===== config.mk =====
export PLATFORM = sky130hd
export DESIGN_NAME = tile_router_ingress_buffer
export DESIGN_NICKNAME = d
export VERILOG_FILES = /design/src/rtl/tile_router_defines.sv /design/src/rtl/tile_router_fifo_mem.sv /design/src/rtl/tile_router_ingress_buffer.sv
export SDC_FILE = /design/constraint.sdc
export NUM_CORES = 1
export LEC_CHECK = 0
export ABC_AREA = 1
export CAP_MARGIN = 5
export CORE_ASPECT_RATIO = 0.6
export CORE_MARGIN = 2
export CORE_UTILIZATION = 45
export CTS_CLUSTER_DIAMETER = 150
export DETAILED_ROUTE_END_ITERATION = 6
export PLACE_DENSITY = 0.67
export RECOVER_POWER = 100
export SETUP_SLACK_MARGIN = 0.15
export SYNTH_ARGS = -nofsm -noshare
export SYNTH_HDL_FRONTEND = slang
export SYNTH_SLANG_ARGS = --single-unit

===== constraint.sdc =====
create_clock -name clk -period 4.7 [get_ports clk]
set_clock_uncertainty 0.1 [all_clocks]
set_input_delay 0.94 -clock clk [delete_from_list [all_inputs] [get_ports clk]]
set_output_delay 0.94 -clock clk [all_outputs]
set_load 0.02 [all_outputs]

===== src/rtl/tile_router_defines.sv =====
`default_nettype none
// ============================================================================
// Module      : tile_router_defines (package)
// Description : Shared constants and helpers for the tile router ingress path:
//               default packet width, default buffer depth and almost-full
//               threshold, and a constant-foldable ceiling log2 helper.
// Revision    : 1.0 - initial release
// ============================================================================
package tile_router_defines;

   // Router packet width in bits. The payload is opaque to the ingress buffer.
   localparam int C_PACKET_WIDTH_DEFAULT       = 66;

   // Default ingress buffer depth in packets. Must be a power of two.
   localparam int C_DEPTH_DEFAULT              = 8;

   // Default fill level at which almost_full is raised toward the link.
   localparam int C_ALMOST_FULL_THRESH_DEFAULT = 6;

   // Ceiling log2. Returns the number of address bits needed to index
   // 'value' entries, with clog2(1) = 0.
   function automatic int clog2(input int value);
      int result;
      result = 0;
      for (int i = 0; i < 31; i++) begin
         if ((1 << i) < value) begin
            result = i + 1;
         end
      end
      return result;
   endfunction

endpackage : tile_router_defines
`default_nettype wire


===== src/rtl/tile_router_fifo_mem.sv =====
`default_nettype none
// ============================================================================
// Module      : tile_router_fifo_mem
// Description : Simple dual-port packet storage for the ingress buffer. One
//               synchronous write port, one asynchronous read port. Written
//               as a plain array so it maps onto distributed RAM. Contents are
//               never reset; validity is tracked by the parent's pointers.
// Revision    : 1.0 - initial release
// ============================================================================
module tile_router_fifo_mem #(
   parameter int C_PACKET_WIDTH = 66,
   parameter int C_DEPTH        = 8,
   parameter int C_ADDR_WIDTH   = 3
) (
   input  logic                      clk,
   input  logic                      wr_en,
   input  logic [C_ADDR_WIDTH-1:0]   wr_addr,
   input  logic [C_PACKET_WIDTH-1:0] wr_data,
   input  logic [C_ADDR_WIDTH-1:0]   rd_addr,
   output logic [C_PACKET_WIDTH-1:0] rd_data
);

   logic [C_PACKET_WIDTH-1:0] r_mem [C_DEPTH];

   // Write one packet per cycle; no reset so the array stays RAM-inferable.
   always_ff @(posedge clk) begin
      if (wr_en) begin
         r_mem[wr_addr] <= wr_data;
      end
   end

   // Asynchronous read: the head packet is visible as soon as rd_addr settles.
   assign rd_data = r_mem[rd_addr];

endmodule : tile_router_fifo_mem
`default_nettype wire


===== src/rtl/tile_router_ingress_buffer.sv =====
`default_nettype none
// ============================================================================
// Module      : tile_router_ingress_buffer
// Description : Elastic FIFO in front of one tile router input lane. Absorbs
//               producer bursts while the router arbitrates, reports fill
//               level / almost-full for link flow control and counts every
//               accepted packet. Payload passes through untouched.
// Revision    : 1.0 - initial release
// ============================================================================
module tile_router_ingress_buffer
   import tile_router_defines::*;
#(
   parameter  int C_PACKET_WIDTH       = C_PACKET_WIDTH_DEFAULT,
   parameter  int C_DEPTH              = C_DEPTH_DEFAULT,
   parameter  int C_ALMOST_FULL_THRESH = C_ALMOST_FULL_THRESH_DEFAULT,
   localparam int C_LOG2_DEPTH         = clog2(C_DEPTH)
) (
   input  logic                      clk,
   input  logic                      rst,
   // Producer side
   input  logic                      in_valid,
   output logic                      in_accept,
   input  logic [C_PACKET_WIDTH-1:0] in_payload,
   // Router side
   output logic                      out_valid,
   input  logic                      out_accept,
   output logic [C_PACKET_WIDTH-1:0] out_payload,
   // Status
   output logic [C_LOG2_DEPTH:0]     fill_level,
   output logic                      almost_full,
   output logic [31:0]               pkt_count
);

   localparam logic [C_LOG2_DEPTH:0] c_full_level = (C_LOG2_DEPTH+1)'(C_DEPTH);
   localparam logic [C_LOG2_DEPTH:0] c_af_level   = (C_LOG2_DEPTH+1)'(C_ALMOST_FULL_THRESH);

   logic [C_LOG2_DEPTH-1:0] r_wr_ptr;
   logic [C_LOG2_DEPTH-1:0] r_rd_ptr;
   logic [C_LOG2_DEPTH:0]   r_fill_level;
   logic [31:0]             r_pkt_count;

   logic                    w_push;
   logic                    w_pop;

   // Handshake is derived only from registered state (plus rst), so there is
   // no combinational path from out_accept to in_accept. When full, a pop in
   // the same cycle does not open a slot until the following cycle.
   assign in_accept = (r_fill_level != c_full_level) & ~rst;
   assign out_valid = (r_fill_level != '0);

   // in_accept already masks rst; the pop is masked explicitly so that a
   // transfer coincident with reset changes nothing.
   assign w_push = in_valid & in_accept;
   assign w_pop  = out_valid & out_accept & ~rst;

   // Write and read pointers; the depth is a power of two so they wrap
   // naturally from DEPTH-1 back to 0.
   always_ff @(posedge clk) begin
      if (rst) begin
         r_wr_ptr <= '0;
         r_rd_ptr <= '0;
      end else begin
         if (w_push) begin
            r_wr_ptr <= r_wr_ptr + 1'b1;
         end
         if (w_pop) begin
            r_rd_ptr <= r_rd_ptr + 1'b1;
         end
      end
   end

   // Occupancy: +1 on push only, -1 on pop only, unchanged when both happen.
   always_ff @(posedge clk) begin
      if (rst) begin
         r_fill_level <= '0;
      end else begin
         case ({w_push, w_pop})
            2'b10:   r_fill_level <= r_fill_level + 1'b1;
            2'b01:   r_fill_level <= r_fill_level - 1'b1;
            default: r_fill_level <= r_fill_level;
         endcase
      end
   end

   // Accepted-packet counter for debug; wraps modulo 2^32.
   always_ff @(posedge clk) begin
      if (rst) begin
         r_pkt_count <= '0;
      end else if (w_push) begin
         r_pkt_count <= r_pkt_count + 32'd1;
      end
   end

   tile_router_fifo_mem #(
      .C_PACKET_WIDTH (C_PACKET_WIDTH),
      .C_DEPTH        (C_DEPTH),
      .C_ADDR_WIDTH   (C_LOG2_DEPTH)
   ) u_fifo_mem (
      .clk     (clk),
      .wr_en   (w_push),
      .wr_addr (r_wr_ptr),
      .wr_data (in_payload),
      .rd_addr (r_rd_ptr),
      .rd_data (out_payload)
   );

   assign fill_level  = r_fill_level;
   assign almost_full = (r_fill_level >= c_af_level);
   assign pkt_count   = r_pkt_count;

endmodule : tile_router_ingress_buffer
`default_nettype wire


Yosys cells after proc, flatten, opt, wreduce, memory -nomap -nowiden --
Memory sizes are Yosys's and may differ from the RTL's. A register that Yosys moved wholly into a read port is not among the register bits. Index checks and enable logic that the tools add are counted.
Word-level totals: bits in read-only memories 0, latch bits 0, word-level logic and storage cells 26, memories 1, output and inout bits 105, bits in writable memories 528, input port bits 70, bits in registers 42
Memory list:
- u_fifo_mem.r_mem | depth 8, width 66, rd ports 1, clocked after Yosys merged registers in 1, wr ports 1, RTL line tile_router_fifo_mem.sv:23 | logic [C_PACKET_WIDTH-1:0] r_mem [C_DEPTH];
Cells by class: multiply operators 0, shifts and indexed selects 0, multiplexer cells 5, order comparisons 1, eq/ne operators 3, bitwise gates (word level) 5, divide/modulo/power cells 0, add/subtract/negate cells 5, reduce and logical (&&, ||, !) cells 2
Operators with widths (number):
- $add A32 B1 Y32 const B | 1
- $pmux W4 S2 | 1
- $add A3 B1 Y3 const B | 2
- $mux W3 | 2
- $add A4 B1 Y4 const B | 1
- $and A1 B1 Y1 | 4
- $ge A4 B3 Y1 const B | 1
- $ne A4 B4 Y1 const B | 1
- $reduce_bool A4 Y1 | 1
- $sub A4 B1 Y4 const B | 1
- $eq A2 B1 Y1 const B | 1
- $eq A2 B2 Y1 const B | 1
- $mux W1 | 2
- $reduce_bool A2 Y1 | 1
- $not A1 Y1 | 1

Logic depth before layout (Yosys ltp) --
word-level depth 5, depth in mapped cells 16, depth with buffers taken out 14

Hierarchy --
From an unflattened synthesis, not the netlist that was laid out.
Unflattened totals: cells, all modules 2673, area, all modules 25338.1 µm²
Modules (own cells, without submodules):
- tile_router_fifo_mem | cells each 2299, times used 1, area an instance 22942.0 µm², seq. area each 15855.2 µm²
- tile_router_ingress_buffer | cells each 374, times used 1, area an instance 2396.0 µm², seq. area each 840.8 µm²

Least setup slack after synthesis --
OpenSTA, ideal clock, no wires.
kind input to register, start point in rst, end point mem u_fifo_mem.r_mem[1][0] (enable), setup slack -0.184 ns, library setup time 0.490 ns, buffers on the path 1, required time 4.110 ns, arrival time 4.294 ns, cell stages on the path 6, cell sequence inv_2 nand3_4 buf_6 nor2_1 inv_1 nor2_1
On the way: cells in the longest elaborated chain, start to end 5
Ends and longest elaborated chain:
- start: declaration | RTL line tile_router_ingress_buffer.sv:19 | input logic rst,
- $not A1 Y1 | RTL line tile_router_ingress_buffer.sv:48 | assign in_accept = (r_fill_level != c_full_level) & ~rst;
- $and A1 B1 Y1 | RTL line tile_router_ingress_buffer.sv:48
- $and A1 B1 Y1 | RTL line tile_router_ingress_buffer.sv:53 | assign w_push = in_valid & in_accept;
- $mux W1 | RTL line tile_router_fifo_mem.sv:27 | if (wr_en) begin
- $mux W1 (not written as such) | RTL line tile_router_fifo_mem.sv:28 | r_mem[wr_addr] <= wr_data;
- end: declaration | RTL line tile_router_fifo_mem.sv:23
No other way between the ends.

==> Flow_metrics.wiki <==
{| class="wikitable"
! Metric !! Value
|-
| Antenna violations before repair || 10
|-
| Clk pin slew, worst setup/hold paths || about 60 ps
|-
| Area share of the largest cell type after synthesis || 69.2%
|-
| Iteration count of the initial detailed-routing pass || 7
|-
| Highest routing layer actually used || met5
|-
| Delay-heaviest family, CP || buffers and inverters
|-
| Cells traversed along the worst timing path || inv_8, clkbuf_2, nor2_1, o32ai_1, nand2_1, nand2_1, dlygate4sd3_1
|-
| Required time at the endpoint of the critical path || between 3000 and 4000 ps
|-
| Layout area overhead || 17.8%
|-
| Width of the die || between 200 and 300 microns
|-
| Share of power burned in the clock network || 33.9%
|-
| Biggest fanout along the worst timing path || 94
|-
| CTS resizes || 0
|-
| CTS sink count || ~570
|-
| Origin of the worst min-delay path || r_rd_ptr[1]
|-
| Number of buffers inserted by port buffering || 174
|-
| Crit path setup slack, layout || 325 ps
|-
| Maximum buffer depth of the clock tree || 3
|-
| Row Count || 64
|-
| Num ports || roughly 180
|-
| Setup repair after global routing missed its margin || false
|-
| Final min period || approximately 4400 ps
|-
| Vias per Instance || 5.36
|-
| Commonest non-fill, non-tap cell in the layout || edfxtp_1
|-
| Pins over their slew limit || 43
|-
| R2r startpoint || fill_level[1]
|-
| DRC violation count after routing || 0
|-
| Per-cell routed wire length || 19.4 microns
|-
| Transition time at the pin with the least slew margin || ~1600 ps
|-
| Result of the run || complete, but fails checks
|-
| Placeable core area || 0.0506 sq mm
|-
| Fin Setup TNS || 0 ps
|-
| Number of hold violations in the final report || 0
|-
| Proportion of layout cells with a drive suffix above 1 || 5.60%
|-
| Top cells by area in the synthesized netlist || edfxtp_1 (69%), nor2_1 (7.8%), o32ai_1 (5.0%)
|-
| Ratio of total power to cell area || 453 mW/mm^2
|-
| Detailed placer's ending HPWL || 29.5 mm
|-
| HP Class || reg2reg
|-
| Gate Count Post-Synth || 1878
|-
| Destination of the worst register-to-register timing path || u_fifo_mem.r_mem[6][10]
|-
| Cell with the biggest individual delay on the critical path || dlygate4sd3_1
|-
| Drt first-iter violations || about 1500
|-
| TritonCTS clock tree || yes
|-
| Maximum number of pins on one net before global-route repair || 128
|-
| Part of the Yosys area used for sequential elements || 73.1%
|-
| Synth Area per Inst || around 12 sq um
|-
| Level count of the clock H-tree || 2
|-
| Final Power || 12.2 mW
|-
| Number of global-route vias before repair || about 14000
|-
| Buffer type at the clock tree root || clkbuf_16
|-
| Final WL || 53.6 mm
|-
| Post-route clock period utilization || 93.1%
|-
| Routed length on met2 || approximately 25 mm
|-
| DIE AREA || 0.0528 sq mm
|-
| Number of storage elements in the synthesis netlist || approximately 570
|-
| Area of all placed cells without fillers || 0.0270 sq mm
|-
| Fin nets || between 2000 and 2500
|-
| Number of warnings issued by yosys || 0
|-
| Worst path depth || 7
|-
| Arrival @ worst endpoint || 3330 ps
|-
| Number of maximum-capacitance constraint violations || 1
|-
| Count of final setup violators || 0
|-
| Worst Setup Slack post-DPL || 997 ps
|-
| Synth cell types || 31
|-
| Crit. End Element || output pin
|-
| CP most frequent cell || nand2_1
|-
| Synthesized net count || 1954
|-
| Leading cell types in the layout, fill and taps excluded || edfxtp_1 (528), nor2_1 (476), nand2_1 (290)
|-
| Detailed-routed wire length on met3 || 3.43 mm
|-
| Number of buffers added for setup after CTS || 0
|-
| Violations in the final reports || capacitance limit, slew limit
|-
| Leakage || 9.21 nW
|-
| Logic pwr share || 19.1%
|-
| Cell accounting for the most synthesized area || edfxtp_1
|-
| CP Buf/Inv Count || 3
|-
| Die boundary height || 179 microns
|-
| Power dissipated by switching net loads || 3.36 mW
|-
| Register-to-register setup slack || between 800 and 900 ps
|-
| Met1 routed wirelength after detailed routing || 24.9 mm
|-
| Relative contribution of sequential cells to total power || a little under half
|-
| All-Layer GR Usage || 20.1%
|-
| Fin util || 53.3%
|-
| Latest clock arrival within the worst-skew pair || 560 ps
|-
| Overall via count from detail_route || between 10000 and 15000
|-
| Total CTS buffers || 53
|-
| Number of cells traversed by the worst hold path || 2
|-
| Highest achievable clock rate || about 0.23 GHz
|-
| First-pass GRT wire length || 82.1 mm
|-
| Maximum resistive drop on vdd || 0.000294 V
|-
| Count of hold buffers inserted by post-cts repair || 0
|-
| Worst setup path category || reg2out
|-
| Number of nets with antenna violations after detailed routing || 0
|-
| Total congestion overflow || 0
|-
| Cell area after synthesis || 0.0229 sq mm
|-
| Initial Util || 45.3%
|-
| Number of cells traversed by the worst register-to-register path || 7
|-
| Internal power component || 8.88 mW
|-
| Weighted congestion reported at the end of routability-driven placement || 0.842
|-
| Switching power share of the total || approximately 27%
|-
| Nature of the critical path startpoint || flop
|-
| Area post-placement || around 0.025 sq mm
|-
| Worst slew margin relative to its limit || -9.44%
|-
| Slowest stage delay, CP || between 600 and 700 ps
|}
[per-stage QoR]
step,std cells,hold slack [ps]
after floorplan,1878,359
after global placement,2669,366
after detailed placement,2669,371
after CTS,2765,385
after global routing,2769,426
final,2771,384
[power groups by stage]
stage,logic [mW],registers [mW],clock network (mW)
final,2.33,5.76,4.15
after global routing,2.57,5.77,4.45
after CTS,2.46,5.75,4.25
after detailed placement,2.45,5.86,0
after global placement,2.41,5.86,0
after floorplan,1.56,5.82,0
[flip-flops by register name (all words and copies together), names as in the netlist, named ones only]
name              count
u_fifo_mem.r_mem    528
pkt_count            32
fill_level            4
r_rd_ptr              3
r_wr_ptr              3
[worst reg2reg max path, delay by kind of cell (launching register included)]
kind | cells | cell delay, ps
simple gates | 5 | 1580
buf+inv | 2 | 1290
flops | 1 | 440
[cell families after synthesis]
group / count (synthesis) / synth area share, %
compound gates: 291 / 8.54
xor+xnor: 8 / 0.306
fa+ha+maj: 6 / 0.327
buf+inv: 164 / 3.23
flops: 573 / 73.1
simple gates: 836 / 14.5
[cells in the mapped netlist, drive strengths merged]
library cell and count:
a21oi 15, ha 6, clkbuf 56, nand2 291, edfxtp 528, and3 1
xnor2 4, nand3 38, nand4 9, o21ai 142, nor3 13, nor2 483
o21a 1, o32ai 132, inv 57, buf 51, nor3b 1, dfxtp 45
o21bai 1, xor2 4
[worst max-delay path by stage]
stage	end	slack, ps
after global placement	u_fifo_mem.r_mem[3][27]	1030
after global routing	out_payload[37]	140
final	out_payload[37]	330
after detailed placement	u_fifo_mem.r_mem[3][27]	1000
after CTS	out_payload[4]	440
after floorplan	u_fifo_mem.r_mem[1][0]	-180
[layout make-up]
class                           count  area (sq um)
Sequential cell                   573         16800
Inverter                           57           221
Antenna cell                        6          15.0
Multi-Input combinational cell   1141          5400
Fill cell                        4242         23600
Clock buffer                       65          1390
Clock inverter                     31           270
Timing Repair Buffer              205          2060
Tap cell                          693           867
[metal layers]
metal	vias to the layer above	track usage, %
li1	7027	-
met1	7306	29.6
met2	455	30.9
met3	63	3.82
met4	4	4.95
met5	-	0
No activity file was read; power rests on OpenSTA's default activity.
